`config.mk`:
```
export PLATFORM = sky130hd
export DESIGN_NAME = pwm_multi_ramp
export DESIGN_NICKNAME = d
export VERILOG_FILES = /design/src/rtl/pwm_multi_ramp.sv
export SDC_FILE = /design/constraint.sdc
export NUM_CORES = 1
export LEC_CHECK = 0
export BUFFER_PORTS_ARGS = -buffer_cell sky130_fd_sc_hd__clkbuf_2
export CAP_MARGIN = 20
export CORE_ASPECT_RATIO = 1.75
export CORE_MARGIN = 2
export CORE_UTILIZATION = 50
export DETAILED_ROUTE_END_ITERATION = 16
export HOLD_SLACK_MARGIN = 0.1
export PLACE_DENSITY = 0.67
export SYNTH_ARGS = -nofsm -noshare
export SYNTH_HDL_FRONTEND = slang
export SYNTH_SLANG_ARGS = --single-unit
```
`constraint.sdc`:
```
create_clock -name Clock -period 5.4 [get_ports Clock]
set_input_delay 1.08 -clock Clock [delete_from_list [all_inputs] [get_ports Clock]]
set_output_delay 1.08 -clock Clock [all_outputs]
set_load 0.02 [all_outputs]
```
`src/rtl/pwm_multi_ramp.sv`:
```
// Multi-channel PWM generator. All channels share one prescaled period counter, and each
// channel's applied duty ramps toward its written target once per PWM period.
module pwm_multi_ramp #(
  parameter int    Size           = 5,
  parameter int    Channels       = 4,
  parameter int    ClockPeriod_ns = 20,
  parameter int    PWMPeriod_ns   = 200_000,
  parameter string PWMType        = "Back",
  parameter int    RampStep       = 1,
  localparam int   ChanW          = (Channels > 1) ? $clog2(Channels) : 1
) (
  input  logic                Clock,
  input  logic                Reset_n,
  input  logic                Enable,
  input  logic                WrEn,
  input  logic [ChanW-1:0]    WrChan,
  input  logic [Size-1:0]     WrData,
  output logic [Channels-1:0] PWM,
  output logic                Synch,
  output logic [Channels-1:0] Settled
);

  localparam int M           = (1 << Size) - 1;
  localparam int PrescaleRaw = PWMPeriod_ns / (ClockPeriod_ns * M);
  localparam int Prescale    = (PrescaleRaw < 1) ? 1 : PrescaleRaw;
  localparam int PsW         = (Prescale > 1) ? $clog2(Prescale) : 1;

  localparam logic [PsW-1:0]  PsLast  = PsW'(Prescale - 1);
  localparam logic [Size-1:0] CntLast = Size'(M - 1);
  localparam logic [Size:0]   MaxExt  = (Size + 1)'(M);
  // A step of M or more already reaches any target in one period.
  localparam logic [Size:0]   StepExt = (RampStep >= M) ? MaxExt : (Size + 1)'(RampStep);

  typedef enum logic [1:0] {ALIGN_BACK, ALIGN_FRONT, ALIGN_CENTER} align_e;
  localparam align_e Align = (PWMType == "Front")  ? ALIGN_FRONT  :
                             (PWMType == "Center") ? ALIGN_CENTER : ALIGN_BACK;

  logic [PsW-1:0]  presc;
  logic [Size-1:0] cnt;
  logic [Size-1:0] target  [Channels];
  logic [Size-1:0] applied [Channels];
  logic            wrap_q;
  logic            tick;
  logic            boundary;
  logic            wr_ok;

  assign tick     = Enable && (presc == PsLast);
  assign boundary = tick && (cnt == CntLast);
  assign wr_ok    = WrEn && ({1'b0, WrChan} < (ChanW + 1)'(Channels));

  function automatic logic [Size-1:0] ramp(input logic [Size-1:0] a, input logic [Size-1:0] t);
    logic [Size:0] a_ext;
    logic [Size:0] t_ext;
    logic [Size:0] up;
    logic [Size:0] dn;
    logic [Size-1:0] res;
    a_ext = {1'b0, a};
    t_ext = {1'b0, t};
    up    = a_ext + StepExt;
    dn    = a_ext - StepExt;
    res   = a;
    if (RampStep == 0) begin
      res = t;
    end else if (a_ext < t_ext) begin
      res = (up > t_ext) ? t : up[Size-1:0];
    end else if (a_ext > t_ext) begin
      // Compare before subtracting so a step larger than A never wraps below zero.
      res = (a_ext < t_ext + StepExt) ? t : dn[Size-1:0];
    end
    return res;
  endfunction

  function automatic logic pwm_high(input logic [Size-1:0] c, input logic [Size-1:0] a);
    logic [Size:0] c_ext;
    logic [Size:0] a_ext;
    logic [Size:0] off;
    logic [Size:0] lo;
    logic          hit;
    c_ext = {1'b0, c};
    a_ext = {1'b0, a};
    off   = MaxExt - a_ext;
    lo    = off >> 1;
    if (Align == ALIGN_FRONT) begin
      hit = (c_ext >= off);
    end else if (Align == ALIGN_CENTER) begin
      hit = (c_ext >= lo) && (c_ext < lo + a_ext);
    end else begin
      hit = (c_ext < a_ext);
    end
    return hit;
  endfunction

  // NOTE: sequential state uses non-blocking assignments so every register samples pre-edge values.
  always_ff @(posedge Clock or negedge Reset_n) begin
    if (!Reset_n) begin
      presc <= '0;
      cnt   <= '0;
    end else if (!Enable) begin
      presc <= '0;
      cnt   <= '0;
    end else if (tick) begin
      presc <= '0;
      cnt   <= boundary ? '0 : cnt + 1'b1;
    end else begin
      presc <= presc + 1'b1;
    end
  end

  // NOTE: the target/applied arrays are reset explicitly; reset must clear every entry, not just outputs.
  always_ff @(posedge Clock or negedge Reset_n) begin
    if (!Reset_n) begin
      for (int i = 0; i < Channels; i++) target[i] <= '0;
    end else if (wr_ok) begin
      for (int i = 0; i < Channels; i++) begin
        if (WrChan == ChanW'(i)) target[i] <= WrData;
      end
    end
  end

  // A write on the boundary clock is not seen here until the next boundary.
  always_ff @(posedge Clock or negedge Reset_n) begin
    if (!Reset_n) begin
      for (int i = 0; i < Channels; i++) applied[i] <= '0;
    end else if (boundary) begin
      for (int i = 0; i < Channels; i++) applied[i] <= ramp(applied[i], target[i]);
    end
  end

  // wrap_q marks the clock where Cnt=0 is first registered, so Synch lines up with PWM.
  always_ff @(posedge Clock or negedge Reset_n) begin
    if (!Reset_n) begin
      wrap_q  <= 1'b0;
      Synch   <= 1'b0;
      PWM     <= '0;
      Settled <= '1;
    end else begin
      wrap_q <= boundary;
      Synch  <= Enable & wrap_q;
      for (int i = 0; i < Channels; i++) begin
        PWM[i]     <= Enable & pwm_high(cnt, applied[i]);
        Settled[i] <= (applied[i] == target[i]);
      end
    end
  end

endmodule

```
==> metrics <==
Crit Path Max Fanout 8; ANT cells 0; DIE AREA 0.0121 mm²; CP Launch Type flop; #FFs+latches synth 64; wire length on met1 ~5400 µm; switch share a little over a third; sequential share of power between 30% and 40%; Worst Setup Path Type flop to flop; Synth Instances between 600 and 700; synth unique cells 72; Max stage delay on crit path between 0.4 and 0.5 ns; routability cong. slightly below 0.9; top_reg_cell synth dfrtp_1; CTS buffer count 9; number of global-route vias before repair about 4800; met3 wire length between 500 and 600 µm; crit path time final just over 3 ns; CTS resizes 0; Post-Syn Area 0.00561 mm²; top sig layer met4; clk slew on worst S/H paths ~0.06 ns; max-cap viol count 0; Sum Neg Setup Slack 0 ns; Top delay family on crit path simple AND/OR/NAND/NOR gates; min-delay worst type flop to flop; syn avg cell area just over 9 µm²; register area share after synthesis 28.6%; top cells by count, synth 92 x ha_1, 61 x inv_1, 60 x dfrtp_1, 43 x nand3_1, 36 x nand2_1; combinational power share around a third; most common cell in the netlist ha_1; Syn. warnings 0; Core ar. approximately 0.011 mm²; layout cell share with drive strength beyond 1 between 10% and 20%; GRT overflow 0; Slew Viols, Final 0; Internal between 0.001 and 0.0015 W; PortBufs 19; Critical Path AT approximately 3.3 ns; largest net degree at the start of global routing 65; Clock power frac approximately a third; maximum clock insertion buffer count 2; die height 144 µm; Data required, critical path approximately 5.6 ns; Area growth, synth to finish 9.12%; Initial Util just over 50%; H-tree Lvls 3; hold buffers post-CTS 0; Layout Nets between 700 and 800; Post-synth EDFFs 0; GRT Util Overall 24.3%; CTS tree built; DR WL/cell between 15 and 20 µm; crit path max-delay cell type dfrtp_1; skew final roughly 0.0044 ns; Synth area leader dfrtp_1; post-synthesis async set-or-reset flop share between 90% and 100%; via count 4738; Final Hold Vio Count 0; first-pass GRT wire length around 24000 µm; Max Clk Rate between 0.3 and 0.4 GHz; clock latency on the worst-skew pair 0.33 ns; Detail Route Antenna Nets 0; Worst Path Buf+Inv 0; fin area 0.00612 mm²; Net Switching ~0.00057 W; io pins 20; final setup violating endpoints 0; setup repair bufs after CTS 0; CP most frequent cell ha_1; root buffer cell clkbuf_16; Yosys top cell area share 26.8%; worst-path cell chain ha_1, nand3_1, xnor2_1, ha_1, and3_1, and3_4, o32ai_2, mux2_2, or3b_1, o311ai_1; Area contributors post-synth dfrtp_1 27%, ha_1 21%, xnor2_1 4.7%; endpoint class of the critical path flop; Area after DPL just under 0.006 mm²; Row Count roughly 50; drt via density approximately 6.1; worst hold slack between 0.5 and 0.6 ns; Mapped Nets ~700; initial antenna violation count 0; Remaining DRCs 0; part of the cycle the worst path needs about 57%; Routed Wire Length roughly 14000 µm; VDD IR max approximately 0.23 mV; Iter 0 DRT Violations between 300 and 400; die width about 84 µm; PwrDens 268 mW/mm²; Pre-antenna DRT Iters 5; outcome finished clean; leakage power 2.82 nW; Final Util around 55%; unrepaired setup endpoints after global routing false; post-DP HPWL between 10000 and 15000 µm; met2 wire length approximately 7300 µm; clock sinks 64; Slew @ Worst Pin ~0.87 ns; slew margin rel. roughly two fifths
-- power groups by stage --
stage | sequential, W | combinational, W | clock, W
after floorplan | 0.000556 | 0.000394 | 0
after global placement | 0.000571 | 0.000503 | 0
after detailed placement | 0.000572 | 0.000522 | 0
after CTS | 0.000563 | 0.000526 | 0.000552
after global routing | 0.000570 | 0.000602 | 0.000575
final | 0.000565 | 0.000528 | 0.000546
-- worst paths after layout --
path / from / endpoint / slack, ns / cells after the start
min reg2reg: wrap_q / Synch / 0.51 / 1
max in group asynchronous: Reset_n / applied[18] / 3.91 / 2
min in group asynchronous: Reset_n / presc[6] / 0.92 / 2
max: applied[5] / applied[5] / 2.30 / 10
min: wrap_q / Synch / 0.51 / 1
max reg2reg: applied[5] / applied[5] / 2.30 / 10
-- per-layer routing --
metal  vias to the layer above  track usage [%]
li1                       2260                -
met1                      2282             27.1
met2                       146             43.7
met3                        50             3.94
met4                         0             13.6
met5                         -                0
-- layout by cell type, fill, tap and decap left out, types with 5 or more instances in the layout --
cell type	n
ha_1	92
inv_1	61
dfrtp_1	60
nand3_1	43
nand2_1	36
xnor2_1	30
o21ai_0	30
nor2_1	25
a21oi_1	18
clkbuf_2	18
mux2_2	16
and3_1	13
nor2b_1	12
a21boi_0	11
xor2_1	10
nor3_1	9
clkbuf_16	9
a21o_1	8
nand2b_1	7
mux2i_1	7
a31oi_1	7
a211oi_1	7
nand4_1	6
and3b_1	6
o211ai_1	6
nand3b_1	5
-- per-stage QoR --
stage	setup slack, ns	std cells	total power (W)
after floorplan	2.68	611	0.000950
final	2.30	771	0.00164
after CTS	2.33	771	0.00164
after global placement	2.46	755	0.00107
after detailed placement	2.35	755	0.00109
after global routing	2.10	771	0.00175
-- sequential cells by signal, indices dropped and copies added (netlist names) --
| signal | cells |
|---|---|
| target | 20 |
| Settled | 4 |
| cnt | 5 |
| PWM | 4 |
| wrap_q | 1 |
| presc | 9 |
| Synch | 1 |
| applied | 20 |
-- kinds of logic (layout without fill, tap and decap cells) --
family          count (synthesis)  in the layout  share of synthesized area [%]
compound gates                133            133                           16.6
simple gates                  189            189                           18.8
fa+ha+maj                      92             92                           20.5
xor+xnor                       40             40                           6.24
flops                          64             64                           28.6
mux                            23             23                           4.46
buf+inv                        70             98                           4.77
-- cell type report --
type                            count  area [µm²]
Inverter                           62         234
Fill cell                        1014        4920
Tap cell                          132         165
Clock inverter                      3        17.5
Sequential cell                    64        1610
Clock buffer                       13         260
Timing Repair Buffer               20         103
Multi-Input combinational cell    477        3740
Note: power is estimated with default switching activity, not from simulation.
